[src/rtl/aurora_link_pkg.sv]
// Shared types and constants for the Aurora/C2C link bring-up sequencer.
package aurora_link_pkg;

  localparam int CNT_W   = 8;
  localparam int TIMER_W = 24;

  localparam int LED_LINK  = 0;
  localparam int LED_HB    = 1;
  localparam int LED_TRAIN = 2;
  localparam int LED_FAIL  = 3;

  typedef enum logic [2:0] {
    ST_OFF    = 3'd0,
    ST_PMA    = 3'd1,
    ST_RST    = 3'd2,
    ST_WAIT   = 3'd3,
    ST_STABLE = 3'd4,
    ST_UP     = 3'd5,
    ST_FAIL   = 3'd6
  } link_state_t;

  function automatic logic [CNT_W-1:0] sat_inc(input logic [CNT_W-1:0] v);
    return (v == '1) ? v : v + 1'b1;
  endfunction

endpackage

[src/rtl/aurora_link_ctrl_sync.sv]
// Parameterised-width two-flop synchronizer with asynchronous active-low reset.
module sync_2ff #(
  parameter int WIDTH = 1
) (
  input  logic             clk,
  input  logic             rst_n,
  input  logic [WIDTH-1:0] d,
  output logic [WIDTH-1:0] q
);

  logic [WIDTH-1:0] meta;

  always_ff @(posedge clk or negedge rst_n) begin
    if (!rst_n) begin
      meta <= '0;
      q    <= '0;
    end else begin
      meta <= d;
      q    <= meta;
    end
  end

endmodule

[src/rtl/aurora_link_ctrl.sv]
// Aurora pma_init/reset_pb bring-up and recovery sequencer gating the C2C master reset.
module aurora_link_ctrl
  import aurora_link_pkg::*;
#(
  parameter int unsigned PMA_INIT_CYCLES   = 1024,
  parameter int unsigned RESET_CYCLES      = 128,
  parameter int unsigned UP_TIMEOUT_CYCLES = 1048576,
  parameter int unsigned STABLE_CYCLES     = 256,
  parameter int unsigned MAX_RETRIES       = 15,
  parameter int          HB_DIV_LOG2       = 26
) (
  input  logic       aclk,
  input  logic       aresetn,
  input  logic       start_en,
  input  logic       force_retrain,
  input  logic       channel_up,
  input  logic [1:0] lane_up,
  input  logic       c2c_link_error,
  output logic       aurora_pma_init,
  output logic       aurora_reset_pb,
  output logic       c2c_aresetn,
  output logic       link_ok,
  output logic [7:0] retry_cnt,
  output logic [7:0] drop_cnt,
  output logic [2:0] fsm_state,
  output logic       failed,
  output logic [3:0] led_out
);

  localparam logic [TIMER_W-1:0] PMA_LAST    = TIMER_W'(PMA_INIT_CYCLES - 1);
  localparam logic [TIMER_W-1:0] RST_LAST    = TIMER_W'(RESET_CYCLES - 1);
  localparam logic [TIMER_W-1:0] UP_LAST     = TIMER_W'(UP_TIMEOUT_CYCLES - 1);
  localparam logic [TIMER_W-1:0] STABLE_LAST = TIMER_W'(STABLE_CYCLES - 1);

  logic [3:0]           sync_q;
  logic                 link_s;
  logic                 err_s;
  link_state_t          state_q, state_d;
  logic [TIMER_W-1:0]   timer_q;
  logic [CNT_W-1:0]     retry_q, retry_d, retry_inc;
  logic [CNT_W-1:0]     drop_q, drop_d;
  logic                 restart;
  logic                 enter;
  logic                 train_q;
  logic [HB_DIV_LOG2:0] hb_cnt;

  sync_2ff #(.WIDTH(4)) u_sync (
    .clk   (aclk),
    .rst_n (aresetn),
    .d     ({c2c_link_error, lane_up, channel_up}),
    .q     (sync_q)
  );

  assign link_s = sync_q[0] & sync_q[1] & sync_q[2];
  assign err_s  = sync_q[3];

  // A retrain while already in PMA re-enters the state, so the timer must restart too.
  assign restart = start_en && force_retrain && (state_q != ST_OFF);
  assign enter   = restart || (state_d != state_q);

  always_comb begin
    state_d   = state_q;
    retry_d   = retry_q;
    drop_d    = drop_q;
    retry_inc = sat_inc(retry_q);
    if (!start_en) begin
      state_d = ST_OFF;
    end else if (restart) begin
      state_d = ST_PMA;
      retry_d = '0;
    end else begin
      case (state_q)
        ST_OFF:  state_d = ST_PMA;
        ST_PMA:  if (timer_q == PMA_LAST) state_d = ST_RST;
        ST_RST:  if (timer_q == RST_LAST) state_d = ST_WAIT;
        ST_WAIT: begin
          if (link_s) begin
            state_d = ST_STABLE;
          end else if (timer_q == UP_LAST) begin
            retry_d = retry_inc;
            if (MAX_RETRIES != 0 && 32'(retry_inc) >= MAX_RETRIES) state_d = ST_FAIL;
            else state_d = ST_PMA;
          end
        end
        ST_STABLE: begin
          if (!link_s) begin
            state_d = ST_WAIT;
          end else if (timer_q == STABLE_LAST) begin
            state_d = ST_UP;
            retry_d = '0;
          end
        end
        ST_UP: begin
          if (!link_s || err_s) begin
            state_d = ST_RST;
            drop_d  = sat_inc(drop_q);
          end
        end
        ST_FAIL: state_d = ST_FAIL;
        default: state_d = ST_OFF;
      endcase
    end
  end

  always_ff @(posedge aclk or negedge aresetn) begin
    if (!aresetn) begin
      state_q <= ST_OFF;
      timer_q <= '0;
      retry_q <= '0;
      drop_q  <= '0;
      hb_cnt  <= '0;
    end else begin
      state_q <= state_d;
      timer_q <= enter ? '0 : timer_q + 1'b1;
      retry_q <= retry_d;
      drop_q  <= drop_d;
      hb_cnt  <= hb_cnt + 1'b1;
    end
  end

  // Outputs decode the next state so they change on the same edge as state_q.
  always_ff @(posedge aclk or negedge aresetn) begin
    if (!aresetn) begin
      aurora_pma_init <= 1'b1;
      aurora_reset_pb <= 1'b1;
      c2c_aresetn     <= 1'b0;
      link_ok         <= 1'b0;
      failed          <= 1'b0;
      train_q         <= 1'b0;
    end else begin
      aurora_pma_init <= state_d inside {ST_OFF, ST_PMA, ST_FAIL};
      aurora_reset_pb <= state_d inside {ST_OFF, ST_PMA, ST_RST, ST_FAIL};
      c2c_aresetn     <= (state_d == ST_UP);
      link_ok         <= (state_d == ST_UP);
      failed          <= (state_d == ST_FAIL);
      train_q         <= state_d inside {ST_WAIT, ST_STABLE};
    end
  end

  always_comb begin
    led_out            = '0;
    led_out[LED_LINK]  = link_ok;
    led_out[LED_HB]    = hb_cnt[HB_DIV_LOG2];
    led_out[LED_TRAIN] = train_q;
    led_out[LED_FAIL]  = failed;
  end

  assign fsm_state = state_q;
  assign retry_cnt = retry_q;
  assign drop_cnt  = drop_q;

endmodule

[config.mk]
export PLATFORM = sky130hd
export DESIGN_NAME = aurora_link_ctrl
export DESIGN_NICKNAME = d
export VERILOG_FILES = /design/src/rtl/aurora_link_pkg.sv /design/src/rtl/aurora_link_ctrl_sync.sv /design/src/rtl/aurora_link_ctrl.sv
export SDC_FILE = /design/constraint.sdc
export NUM_CORES = 1
export LEC_CHECK = 0
export CORE_MARGIN = 2
export CORE_UTILIZATION = 45
export DETAILED_ROUTE_END_ITERATION = 16
export PLACE_DENSITY_LB_ADDON = 0.3
export SKIP_CTS_REPAIR_TIMING = 1
export SYNTH_ARGS = -nofsm -noshare
export SYNTH_HDL_FRONTEND = slang
export SYNTH_SLANG_ARGS = --single-unit
export TNS_END_PERCENT = 20
[constraint.sdc]
create_clock -name aclk -period 1.9 [get_ports aclk]
set_input_delay 0.19 -clock aclk [delete_from_list [all_inputs] [get_ports aclk]]
set_output_delay 0.19 -clock aclk [all_outputs]
set_load 0.005 [all_outputs]
==> metrics.md, run 1 <==
| Metric | Value |
|---|---|
| Power per Cell Area | `about 660 nW/um^2` |
| Fin nets | `approximately 550` |
| Vias/cell | `around 5.4` |
| IO Count | `36` |
| Fin cells | `650` |
| Syn Area/Cell | `10.3 um^2` |
| Clk slew on worst S/H paths | `around 100 ps` |
| RSZ-0062 raised after global routing | `true` |
| Crit Path Class | `flop to flop` |
| Clock Sinks | `83` |
| Vias in the first global route | `about 3400` |
| Synth warnings | `0` |
| Fillcell total | `about 750` |
| EDFF count, synth | `0` |
| Final worst path period share | `115%` |
| Final worst slack | `-276 ps` |
| CTS tree | `yes` |
| Max VDD drop | `about 440 uV` |
| Placed Cells | `631` |
| Share of cells above drive strength 1 | `26.9%` |
| Asr flop ratio synth | `100%` |
| GRT Util Overall | `approximately 19%` |
| Slowest stage cell on the critical path | `or4_1` |
| Yosys top cell by area | `dfrtp_1` |
| CTS root buf | `clkbuf_8` |
| Pwr Total | `3.77 mW` |
| Synth top area share | `a little under half` |
| Post-Synthesis Cells | `roughly 410` |
| Clk Latency, worst-skew pair | `380 ps` |
| First-pass GRT wire length | `15700 um` |
| Clk_skew | `between 20 and 30 ps` |
| Syn nets | `approximately 430` |
| Main synth FF type | `dfrtp_1` |
| MaxCap Viol Count | `0` |
| Initial antenna violation count | `0` |
| Chip height | `101 um` |
| ANT nets after route | `0` |
| Commonest non-fill, non-tap cell in the layout | `buf_4` |
| Slew headroom | `~67%` |
| Worst-Margin Slew | `about 490 ps` |
| Area contributors post-synth | `dfrtp_1 48%, xor2_1 5.8%, xnor2_1 5.6%, nand3_1 4.1%, nor3_1 3.5%` |
| Area taken by multi-input logic gates | `between 2000 and 2500 um^2` |
| Area grow syn2layout | `35.1%` |
| LEAKAGE | `about 2.5 nW` |
| Critical path required time | `between 2000 and 2500 ps` |
| Seq/Total Area, Yosys | `around half` |
| CTS Buf Count | `9` |
| # diodes | `0` |
| Maximum operating frequency | `approximately 460 MHz` |
| Die area | `approximately 10000 um^2` |
| Pin count of the biggest net entering global routing | `37` |
| Drt first-iter violations | `115` |
| Crit Path Max Fanout | `24` |
| Final setup fails | `36` |
| Initial Util | `roughly 46%` |
| Cell variety after synth | `64` |
| # rows | `35` |
| Critical Path Start Type | `flop` |
| Worst EP arrival | `between 2000 and 2500 ps` |
| Final Wtd Congestion | `0.863` |
| CP Cell Sequence | `ha_4 > nand2_1 > or4_1 > nor4_2 > a32oi_2 > o211ai_2 > buf_12 > nor3_1` |
| Die X-Extent | `approximately 100 um` |
| Pre-CTS setup slack | `-362 ps` |
| Crit path capture type | `flop` |
| Pins Over Slew Limit | `0` |
| Wire length per cell | `between 10 and 15 um` |
| Violated checks | `setup timing` |
| CTS H-tree depth | `3` |
| Post-Syn Area | `about 4200 um^2` |
| Hold Path Class | `primary input to flop` |
| Run status | `complete, but fails checks` |
| Final WL | `about 9500 um` |
| Yosys reg bits | `between 80 and 90` |
| Remaining global-route overflow | `0` |
| Clock Tree Buf Depth | `2` |
| DPL Wire Length | `between 6000 and 7000 um` |
| Core area | `9200 um^2` |
| Post-layout minimum cycle time | `2180 ps` |
| PortBufs | `35` |
| Register area | `~2100 um^2` |
| Commonest cells after routing, fill and taps aside | `87 x buf_4, 79 x dfrtp_1, 36 x nand2_1, 34 x nand3_1, 34 x clkdlybuf4s50_1` |
| Final Hold Fails | `0` |
| Worst path max stage delay | `610 ps` |
| Via count | `~3500` |
| DRC | `0` |
| Drt pass-1 iters | `4` |
==> where the power goes <==
| part | internal [mW] | switching [mW] |
|---|---|---|
| registers | 1.82 | 0.0676 |
| logic | 0.327 | 0.263 |
| clock network | 0.525 | 0.763 |
| total | 2.67 | 1.09 |
==> layout make-up <==
class	instances	share of cell area, %
clock buffers	9	2.16
clock inverters	7	1.33
inverters	9	0.590
multi-input cells	306	38.5
flip-flops and latches	83	36.4
well taps	111	2.43
repair buffers	125	18.6
==> state kept, by name (all words and copies together) (netlist names) <==
name,cells
failed,1
aurora_reset_pb,1
link_ok,1
aurora_pma_init,1
hb_cnt,27
train_q,1
fsm_state,3
retry_cnt,8
timer_q,24
drop_cnt,8
u_sync.q,4
u_sync.meta,4
==> cells in the mapped netlist, types with 3 or more instances <==
cell and instances:
a21o_1 3, a21oi_1 9, a31oi_1 5, and2_1 9, and3_1 10, and4_1 6
buf_4 8, clkbuf_1 3, dfrtp_1 81, ha_1 4, inv_1 9, nand2_1 36
nand3_1 35, nand4_1 10, nor2_1 24, nor2b_1 4, nor3_1 30, nor4_1 6
o21ai_0 10, xnor2_1 27, xor2_1 28
==> worst paths after layout <==
check,cells past startpoint,slack [ps],to,from
hold reg to reg,0,350,u_sync.q[1],u_sync.meta[1]
hold / removal,1,270,u_sync.meta[0],channel_up
min in group asynchronous,2,310,retry_cnt[3],aresetn
setup / recovery,8,-280,timer_q[16],timer_q[1]
setup reg to reg,8,-280,timer_q[16],timer_q[1]
max in group asynchronous,3,990,hb_cnt[6],aresetn
==> through the flow <==
step / area, um^2 / utilization (%) / setup TNS [ps] / hold slack [ps]
floorplan: 4290 / - / -2670 / -106
global placement: 5350 / 58.2 / -7640 / 191
detailed placement: 5350 / 58.2 / -9500 / 196
CTS: 5550 / 60.4 / -9430 / -220
global route: 5730 / 62.3 / -11340 / 248
finish: 5730 / 62.3 / -7290 / 273
==> layer usage <==
metal / track usage [%] / vias to the layer above / routed length [um] / part of all wire [%]
met4: 6.34 / 0 / 170 / 1.8
met3: 3.40 / 19 / 334 / 3.5
met1: 25.9 / 1708 / 4350 / 46
met5: 0 / - / 0 / 0
li1: - / 1730 / - / -
met2: 31.8 / 68 / 4660 / 49
==> kinds of logic after synthesis <==
group	count (synthesis)	synth area share [%]
flip-flops	83	49.1
buffers and inverters	24	3.25
adder cells (fa/ha/maj)	4	1.18
AND/OR/NAND/NOR	189	24.6
multiplexers	2	0.502
AO/OA/AOI/OAI	56	10.0
XOR/XNOR	55	11.4
==> critical path, delay by kind of cell, from the launching register on <==
| family | cells | cell delay [ps] |
|---|---|---|
| AO/OA/AOI/OAI | 2 | 210 |
| flip-flops | 1 | 400 |
| buffers and inverters | 1 | 200 |
| adder cells (fa/ha/maj) | 1 | 160 |
| AND/OR/NAND/NOR | 4 | 1070 |
Note: power is estimated with default switching activity, not from simulation.
==> inputs of run 2 (changes only) <==
--- a/config.mk
+++ b/config.mk
@@ -9,7 +9,6 @@
 export CORE_UTILIZATION = 45
 export DETAILED_ROUTE_END_ITERATION = 16
 export PLACE_DENSITY_LB_ADDON = 0.3
-export SKIP_CTS_REPAIR_TIMING = 1
 export SYNTH_ARGS = -nofsm -noshare
 export SYNTH_HDL_FRONTEND = slang
 export SYNTH_SLANG_ARGS = --single-unit
==> run 2 against run 1 <==
Against the previous run:
- the flow still finishes with violations (setup timing)
- cell count up 1.5%
- largest cell class unchanged
- largest power group unchanged
- sequential share of layout area down 0.79 points
- combinational power increased by 8.0%
==> metrics.md, run 2 (synthesis results as in run 1) <==
| Metric | Value |
|---|---|
| Crit Path Class | `flop to flop` |
| CTS Buf Count | `9` |
| Final Wtd Congestion | `0.863` |
| Hold EP | `u_sync.meta[0]` |
| PortBufs | `35` |
| Placed Cells | `631` |
| Drt first-iter violations | `about 110` |
| Max reg flops | `27` |
| Final worst path period share | `112%` |
| Drt pass-1 iters | `4` |
| Hold Path Depth | `1` |
| Via count | `3608` |
| First-pass GRT wire length | `about 16000 um` |
| Register share of total power | `between 40% and 50%` |
| Die area | `~10000 um^2` |
| Critical path required time | `2140 ps` |
| Wire length per cell | `roughly 15 um` |
| Commonest cells after routing, fill and taps aside | `94 x buf_4, 79 x dfrtp_1, 35 x nand2_1, 35 x nand3_1, 34 x clkdlybuf4s50_1` |
| Clk_skew | `between 20 and 30 ps` |
| CP delay by family, top | `simple AND/OR/NAND/NOR gates` |
| IO Count | `36` |
| Pwr Total | `3.80 mW` |
| Final Hold Fails | `0` |
| Reg2reg setup slack | `-230 ps` |
| Hold Path Class | `primary input to flop` |
| Die X-Extent | `101 um` |
| CTS tree | `yes` |
| Run status | `complete, but fails checks` |
| DRC | `0` |
| Chip height | `approximately 100 um` |
| Worst EP arrival | `roughly 2400 ps` |
| Biggest regs | `hb_cnt x27, timer_q x24` |
| Fin cells | `660` |
| Initial antenna violation count | `0` |
| MaxCap Viol Count | `0` |
| Initial Util | `46.1%` |
| Capturing point of the worst reg2reg path | `timer_q[11]` |
| Final hold slack | `283 ps` |
| DPL Wire Length | `~6700 um` |
| CP Cell Sequence | `ha_4 > nand2_1 > or4_4 > o21ai_1 > o2111ai_2 > o211ai_2 > buf_12 > nor3_1` |
| Logic pwr share | `between 10% and 20%` |
| Area grow syn2layout | `38.0%` |
| Top reg by flops | `hb_cnt` |
| Fin nets | `556` |
| Hold path start | `channel_up` |
| Clock Sinks | `83` |
| Post-layout minimum cycle time | `~2100 ps` |
| GRT Util Overall | `between 10% and 20%` |
| Crit path capture type | `flop` |
| Share of cells above drive strength 1 | `29.1%` |
| Core area | `9200 um^2` |
| Pin count of the biggest net entering global routing | `37` |
| Clk Latency, worst-skew pair | `around 370 ps` |
| Remaining global-route overflow | `0` |
| Max VDD drop | `between 400 and 500 uV` |
| LEAKAGE | `between 2 and 3 nW` |
| CTS root buf | `clkbuf_8` |
| Crit Path Max Fanout | `24` |
| R2R cell count | `8` |
| Violated checks | `setup timing` |
| Vias in the first global route | `around 3500` |
| Pins Over Slew Limit | `0` |
| Clock Tree Buf Depth | `2` |
| Final worst slack | `-233 ps` |
| Slowest stage cell on the critical path | `or4_4` |
| Commonest non-fill, non-tap cell in the layout | `buf_4` |
| # diodes | `0` |
| # rows | `35` |
| Final setup fails | `39` |
| Psw | `between 1 and 1.5 mW` |
| Worst-Margin Slew | `approximately 500 ps` |
| Maximum operating frequency | `approximately 470 MHz` |
| P_int | `around 2.7 mW` |
| Switching share of power | `~29%` |
| Worst R2R Start | `timer_q[1]` |
| CTS H-tree depth | `3` |
| Power per Cell Area | `~650 nW/um^2` |
| ANT nets after route | `0` |
| Clk pwr share | `approximately a third` |
| Worst path max stage delay | `~550 ps` |
| RSZ-0062 raised after global routing | `true` |
| Sum of buffers and inverters on the critical path | `1` |
| Final WL | `9850 um` |
| Critical Path Start Type | `flop` |
| Slew headroom | `around 67%` |
| Pre-CTS setup slack | `-362 ps` |
| Clk slew on worst S/H paths | `approximately 100 ps` |
| Vias/cell | `between 5 and 6` |
run 2: changes by cell type in the layout (fill, tap and decap cells not counted), sizes merged:
| cell | delta |
|---|---|
| nand2 | +1 |
| buf | +9 |
run 2: layer usage:
layer	part of all wire, %	global-route usage [%]	up-vias
met5	0	0	-
met4	2.4	6.86	0
met3	3.7	3.33	30
met2	49	33.0	103
met1	45	26.0	1720
li1	-	-	1755
run 2: worst reg2reg max path, delay by kind of cell, from the launching register on:
| kind | cells | cell delay, ps |
|---|---|---|
| adder cells (fa/ha/maj) | 1 | 160 |
| buffers and inverters | 1 | 200 |
| AO/OA/AOI/OAI | 3 | 510 |
| AND/OR/NAND/NOR | 3 | 730 |
| flip-flops | 1 | 400 |
run 2: layout make-up:
type                            instances  area, um^2
Clock inverter                          7        76.3
Timing Repair Buffer                  134        1150
Clock buffer                            9         124
Multi-Input combinational cell        307        2250
Fill cell                             732        3340
Sequential cell                        83        2080
Inverter                                9        33.8
Tap cell                              111         139
run 2: how the worst max path moves through the flow:
| stage | depth (start not counted) | slack [ps] | start | end |
|---|---|---|---|---|
| 5_1_grt | 8 | -310 | timer_q[11] | aurora_reset_pb |
| 3_5_place_dp | 6 | -360 | start_en | timer_q[19] |
| 3_3_place_gp | 6 | -280 | timer_q[11] | timer_q[23] |
| 2_1_floorplan | 7 | -110 | timer_q[22] | timer_q[22] |
| 4_1_cts | 8 | -210 | retry_cnt[0] | timer_q[19] |
| 6_report | 8 | -230 | timer_q[1] | timer_q[11] |
run 2: per-stage QoR:
step / util (%) / TNS, ps / instance area, um^2
floorplan: - / -2670 / 4290
global placement: 58.2 / -7640 / 5350
detailed placement: 58.2 / -9500 / 5350
CTS: 61.9 / -5240 / 5690
global route: 63.6 / -9680 / 5850
finish: 63.6 / -7310 / 5850
run 2: power groups by stage:
stage | Combinational [mW] | Clock (mW) | Sequential [mW]
global placement | 0.522 | 0 | 1.92
detailed placement | 0.538 | 0 | 1.92
finish | 0.636 | 1.28 | 1.88
CTS | 0.580 | 1.32 | 1.88
floorplan | 0.207 | 0 | 1.93
global route | 0.691 | 1.40 | 1.89
run 2: timing repair:
item,4_1_cts,5_1_grt
hold buffers,1,0
setup endpoints to repair,37,45
cloned,0,1
setup buffers,3,8
endpoints found under the hold margin,32,0
pin swaps,5,10
gates resized for setup,17,17
